## src/rtl/cpu_clk_sched.sv

```systemverilog
// CPU advance scheduler: issues a one-cycle clock enable to the core every div+1
// clk cycles, with run / halt / N-step control, stall hold-off and a pulse counter.
module cpu_clk_sched #(
   parameter int unsigned DIV_WIDTH   = 5,
   parameter int unsigned DEFAULT_DIV = 31,
   parameter int unsigned STEP_WIDTH  = 16
) (
   input  logic                  clk,
   input  logic                  reset,
   input  logic                  cmd_valid,
   output logic                  cmd_ready,
   input  logic [1:0]            cmd_op,
   input  logic [STEP_WIDTH-1:0] cmd_arg,
   input  logic                  stall,
   output logic                  cpu_ce,
   output logic                  running,
   output logic                  step_done,
   output logic [31:0]           ce_count
);

   localparam logic [1:0] OP_SET_DIV = 2'b00;
   localparam logic [1:0] OP_RUN     = 2'b01;
   localparam logic [1:0] OP_HALT    = 2'b10;
   localparam logic [1:0] OP_STEP    = 2'b11;

   typedef enum logic [1:0] {
      HALTED   = 2'b00,
      RUNNING  = 2'b01,
      STEPPING = 2'b10
   } state_t;

   state_t                  state, state_n;
   logic [DIV_WIDTH-1:0]    div, div_n;
   logic [DIV_WIDTH-1:0]    cnt, cnt_n;
   logic [STEP_WIDTH-1:0]   remaining, remaining_n;
   logic                    step_done_n;
   logic                    cmd_accept;
   logic                    step_zero;

   assign cmd_accept = cmd_valid && cmd_ready;
   assign step_zero  = (cmd_arg == '0);

   // Enable is combinational so a stall release or reset acts in the same cycle
   assign cpu_ce = (state != HALTED) && (cnt == div) && !stall && !reset;

   always_ff @(posedge clk) begin
      if (reset) begin
         state     <= HALTED;
         div       <= DIV_WIDTH'(DEFAULT_DIV);
         cnt       <= '0;
         remaining <= '0;
         step_done <= 1'b0;
         running   <= 1'b0;
         ce_count  <= '0;
         cmd_ready <= 1'b1;
      end else begin
         state     <= state_n;
         div       <= div_n;
         cnt       <= cnt_n;
         remaining <= remaining_n;
         step_done <= step_done_n;
         running   <= (state_n != HALTED);
         cmd_ready <= 1'b1;
         if (cpu_ce) begin
            ce_count <= ce_count + 32'd1;
         end
      end
   end

   always_comb begin
      state_n     = state;
      div_n       = div;
      cnt_n       = cnt;
      remaining_n = remaining;
      step_done_n = 1'b0;

      // Divide counter; a due tick is held pending while stalled
      if (state != HALTED) begin
         if (cnt < div) begin
            cnt_n = cnt + DIV_WIDTH'(1);
         end else if (cpu_ce) begin
            cnt_n = '0;
         end
      end

      // Step accounting; the final step completes even if a command overrides the state
      if (state == STEPPING && cpu_ce) begin
         remaining_n = remaining - STEP_WIDTH'(1);
         if (remaining == STEP_WIDTH'(1)) begin
            state_n     = HALTED;
            step_done_n = 1'b1;
         end
      end

      if (cmd_accept) begin
         case (cmd_op)
            OP_SET_DIV: begin
               div_n = cmd_arg[DIV_WIDTH-1:0];
               cnt_n = '0;
            end
            OP_RUN: begin
               if (state == HALTED) begin
                  cnt_n = '0;
               end
               state_n = RUNNING;
            end
            OP_HALT: begin
               state_n = HALTED;
            end
            OP_STEP: begin
               if (step_zero) begin
                  state_n     = HALTED;
                  step_done_n = 1'b1;
               end else begin
                  if (state == HALTED) begin
                     cnt_n = '0;
                  end
                  state_n     = STEPPING;
                  remaining_n = cmd_arg;
               end
            end
            default: begin
               state_n = state;
            end
         endcase
      end

      // The counter rests at zero whenever the core is halted
      if (state_n == HALTED) begin
         cnt_n = '0;
      end
   end

endmodule

```

## config.mk

```make
export PLATFORM = sky130hd
export DESIGN_NAME = cpu_clk_sched
export DESIGN_NICKNAME = d
export VERILOG_FILES = /design/src/rtl/cpu_clk_sched.sv
export SDC_FILE = /design/constraint.sdc
export NUM_CORES = 1
export LEC_CHECK = 0
export CAP_MARGIN = 15
export CELL_PAD_IN_SITES_DETAIL_PLACEMENT = 0
export CELL_PAD_IN_SITES_GLOBAL_PLACEMENT = 1
export CORE_MARGIN = 5
export CORE_UTILIZATION = 35
export DETAILED_ROUTE_END_ITERATION = 8
export GPL_TIMING_DRIVEN = 0
export HOLD_SLACK_MARGIN = 0.15
export PLACE_DENSITY = 0.72
export SETUP_SLACK_MARGIN = 0.05
export SYNTH_ARGS = -nofsm -noshare
export SYNTH_HDL_FRONTEND = slang
export SYNTH_SLANG_ARGS = --single-unit
```

## constraint.sdc

```tcl
create_clock -name clk -period 2.6 [get_ports clk]
set_clock_uncertainty 0.1 [all_clocks]
set_input_delay 0.39 -clock clk [delete_from_list [all_inputs] [get_ports clk]]
set_output_delay 0.39 -clock clk [all_outputs]
set_load 0.01 [all_outputs]
```

* Word level (Yosys, flattened, before mapping)
Cells that the tools add are included.
Widths: inputs -> output; s select.
** Word-level totals
- Register bits after elaboration :: 62
- Output and inout bits :: 36
- Logic and storage cells :: 52
** Operators by class
- Add/sub/neg operators :: 3
- Magnitude comparators :: 1
- Equality and inequality tests :: 6
- Multiplexer cells :: 21
- Reduce and logical (&&, ||, !) cells :: 14
** Operator list (count)
- $mux 16 :: 4
- $add 32x1->32 const B :: 1
- $mux 5 :: 6
- $eq 16x1->1 const B :: 1
- $logic_not 16->1 :: 1
- $sub 16x1->16 const B :: 1
- $pmux 5 s3 :: 1
- $mux 2 :: 4
- $eq 2x2->1 const B :: 3
- $logic_not 2->1 :: 3
- $pmux 2 s3 :: 1
- $add 5x1->5 const B :: 1
- $eq 5x5->1 :: 1
- $lt 5x5->1 :: 1
- $mux 1 :: 5
- $logic_and 1x1->1 :: 4
- $reduce_bool 2->1 :: 2
- $eq 2x1->1 const B :: 1
- $logic_not 1->1 :: 2
- $reduce_and 2->1 :: 1
- $reduce_or 2->1 :: 1

* Logic depth before layout (Yosys ltp)
- Depth after elaboration :: 11
- Mapped depth :: 10
- Mapped depth without buffers :: 8

* Worst setup path after synthesis
OpenSTA, ideal clock, no wires.
- Path type :: register -> register
- From :: register cnt[0]
- To :: register ce_count[15]
- Library setup time :: 0.070 ns
- Arrival :: 2.235 ns
- Required time :: 2.430 ns
- Path slack :: 0.195 ns
- Stages on the path, launching flop included :: 10
- Clock period less this slack :: 2.405 ns
- Path through :: dfxtp_1 > inv_1 > ha_1 > and4bb_2 > nand3_1 > or4_1 > buf_2 > buf_6 > or3_1 > a21oi_1
** Between the ends
- Cells in the longest elaborated chain, start to end :: 4
** RTL lines
- from (decl) :: RTL line 34 : logic [DIV_WIDTH-1:0] cnt, cnt_n;
- from (signal assigned) :: RTL line 59 : cnt <= cnt_n;
- $eq 5x5->1 :: RTL line 44 : assign cpu_ce = (state != HALTED) && (cnt == div) && !stall && !reset;
- $logic_and 1x1->1 (3 in series) :: RTL line 44
- to (signal assigned) :: RTL line 65 : ce_count <= ce_count + 32'd1;
- to (decl) :: RTL line 18 : output logic [31:0] ce_count
Every way passes these cells.
A chain may end at the register's enable or synchronous reset.

* Worst setup path after layout
Ends and elaborated chain as after synthesis.

==> impl_results.md <==
- Status: finished, final reports clean
- FF-to-FF End: ce_count[15]
- Routed Wire Length: 8500 um
- Rel. slew slack: 33.5%
- Area of the core: 8810 um^2
- Fraction of layout cells with a size suffix above 1: 8.87%
- I/O Buffers: 56
- Clock transition at the registers of the reported paths: 70 ps
- Final ANT Viol Nets: 0
- Syn Std Cell Area: 3190 um^2
- Iteration-0 DRC Markers: 126
- Startpoint class of the critical path: flip-flop
- Drt pass-1 iters: 4
- Largest family of logic cells by synthesized area: simple AND/OR/NAND/NOR gates
- Final Hold Fails: 0
- Placer Congestion: 0.782
- Critical path data arrival time: 2640 ps
- Top FF cell, synth: dfxtp_1
- Clock sinks: 62
- Crit Path Category: reg -> reg
- Register bit total from synthesis: 62
- Post-synthesis xor/xnor area fraction: 7.95%
- RSZ-0062 raised after global routing: true
- Slew Limit Fails: 0
- Syn_nets: 418
- Complex-gate fraction of the synthesized area: 15.3%
- Post-DP Area: 3890 um^2
- Most frequent cell after synthesis: dfxtp_1
- CP endpoint kind: flip-flop
- First-pass GRT wire length: 14,000 um
- Hold WS: 407 ps
- Via density: 5.36
- VDD IR max: 0.000226 V
- R2R setup slack: 140 ps
- Die Span Y: 106 um
- Gr usage total: 15.2%
- I/O pin count: 58
- Slew @ Worst Pin: 995 ps
- Mux share of post-synthesis cell area: 0%
- Hold Path End: ce_count[26]
- Largest fanout on the critical path: 10
- Clock Path Buffers: 2
- Final worst path period share: 94.8%
- Total number of yosys warnings: 0
- Final Critical Period: 2460 ps
- H-tree levels: 3
- Max_cap viols: 0
- Worst r2r src: cnt[0]
- GRT overflow: 0
- DR WL/cell: 14.9 um
- CTS Buf Count: 9
- Die Wd: 106 um
- Fin nets: 488
- Post-DP HPWL: 6270 um
- Leading area contributor after synthesis: dfxtp_1
- Antenna cells: 0
- Unique masters post-synth: 46
- CP startpoint: cnt[0]
- Simple-Gate Fraction of Synth Area: 30.0%
- Vias: 3,056
- Synth area leaders: dfxtp_1, nor2_1, xnor2_1
- Synth top area share: 38.9%
- Static Leak: 1.40 nW
- Pwr Density: 459 nW/um^2
- Initial core utilization: 36.3%
- Die area: 11,100 um^2
- CTS tree: done
- Largest net degree at the start of global routing: 11
- Achievable Freq: 406 MHz
- Async SR Flop Fraction: 0%
- Post-synthesis adder-cell area fraction: 3.53%
- Number of flops mapped to enable cells by yosys: 0
- Clock Root Buffer: clkbuf_8
- Hold Path Origin: ce_count[26]
- Mean Syn Cell Area: 8.25 um^2
- P&R area growth vs syn: 29.8%
- Hold buffer count at cts: 0
- Clock Latency Late Sink: 340 ps
- Row count: 34
- Setup violators final: 0
- Commonest cells post-synth: dfxtp_1, nor2_1, a21oi_1, nand3_1
- Cells after Synth: 387
- Worst endpoint required time: 2770 ps
- Hold WC Path Type: reg -> reg
- Sequential element share of the synthesized area: 38.9%
- Initial antenna violation count: 0
- Vias in the first global route: 2,854
- Final Instance Area: 4150 um^2
- Worst Hold Path Cells: 2
- # DRC: 0
- Tot Pwr: 0.00190 W
- Final Core Density: 47.1%
- Worst R2R Path Depth: 9
==> placed cells by master, fill, tap and decap left out, types with 4 or more instances in the layout <==
| cell | instances |
|---|---|
| and4_1 | 5 |
| clkdlybuf4s50_1 | 55 |
| inv_1 | 14 |
| xnor2_1 | 18 |
| a211o_1 | 5 |
| buf_4 | 5 |
| nand2_1 | 18 |
| nor4_1 | 16 |
| clkbuf_1 | 10 |
| a211oi_1 | 16 |
| o21ai_0 | 16 |
| nand4_1 | 14 |
| or3_1 | 14 |
| a21oi_1 | 24 |
| dfxtp_1 | 59 |
| nor3_1 | 9 |
| nor2_1 | 50 |
| ha_1 | 8 |
| nand3_1 | 23 |
| xor2_1 | 11 |
| clkbuf_8 | 10 |
| nand3b_1 | 4 |
==> sequential cells by signal, indices dropped and copies added, names as in the netlist <==
register,count
step_done,1
cnt,5
ce_count,32
running,1
div,5
remaining,16
state,2
==> report_power, final <==
| part | total [W] | switching [W] | internal (W) |
|---|---|---|---|
| Clock | 0.000749 | 0.000382 | 0.000368 |
| Combinational | 0.000167 | 0.0000895 | 0.0000774 |
| Sequential | 0.000986 | 0.0000168 | 0.000969 |
| Total | 0.00190 | 0.000488 | 0.00141 |
==> worst max path at each step <==
stage / to / slack [ps] / cells after the start
finish: ce_count[15] / 140 / 9
detailed placement: cpu_ce / -480 / 6
global placement: cpu_ce / -490 / 6
CTS: cpu_ce / 60 / 7
floorplan: ce_count[15] / 190 / 9
global route: ce_count[15] / 30 / 10
==> timing repair <==
action	4_1_cts	5_1_grt
cloned	0	0
pin swaps	1	2
resized for setup	11	12
buffers inserted	1	3
endpoints found under the setup margin	29	10
==> cells by family after synthesis <==
| logic type | count (synthesis) |
|---|---|
| simple gates | 178 |
| compound gates | 76 |
| flops | 62 |
| buf+inv | 32 |
| xor+xnor | 29 |
| fa+ha+maj | 9 |
| other cells | 1 |
==> stage by stage <==
step	setup WS [ps]	std cells	setup TNS, ps
floorplan	195	387	0
global placement	-491	551	-11010
detailed placement	-482	551	-11830
CTS	61.7	568	0
global route	33.9	570	0
finish	136	570	0
==> layout make-up <==
type                       instances  area (um^2)
clock buffer                      12          145
clock inverter                     4         22.5
fill                             890         4660
buffer                            16         93.8
sequential                        62         1240
inverter                          15         58.8
tap                              108          135
timing repair buffer              60          591
multi-input combinational        293         1860
==> worst max-delay path, cell delays in order (launching register included) <==
cell and delay [ps]:
dfxtp_2 340, inv_1 50, ha_1 260, and4bb_2 290, nand3_4 110, or4_1 520, buf_6 150, buf_6 140
or3_1 300, a21oi_1 130
==> layer usage <==
layer / vias to the layer above / global-route usage [%] / routed length, um / part of all wire, %
li1: 1558 / - / - / -
met1: 1440 / 19.6 / 4010 / 47
met2: 51 / 25.4 / 4090 / 48
met3: 7 / 4.16 / 325 / 3.8
met4: 0 / 3.89 / 78 / 0.92
met5: - / 0 / 0 / 0
Power figures use the tool's default switching activity.
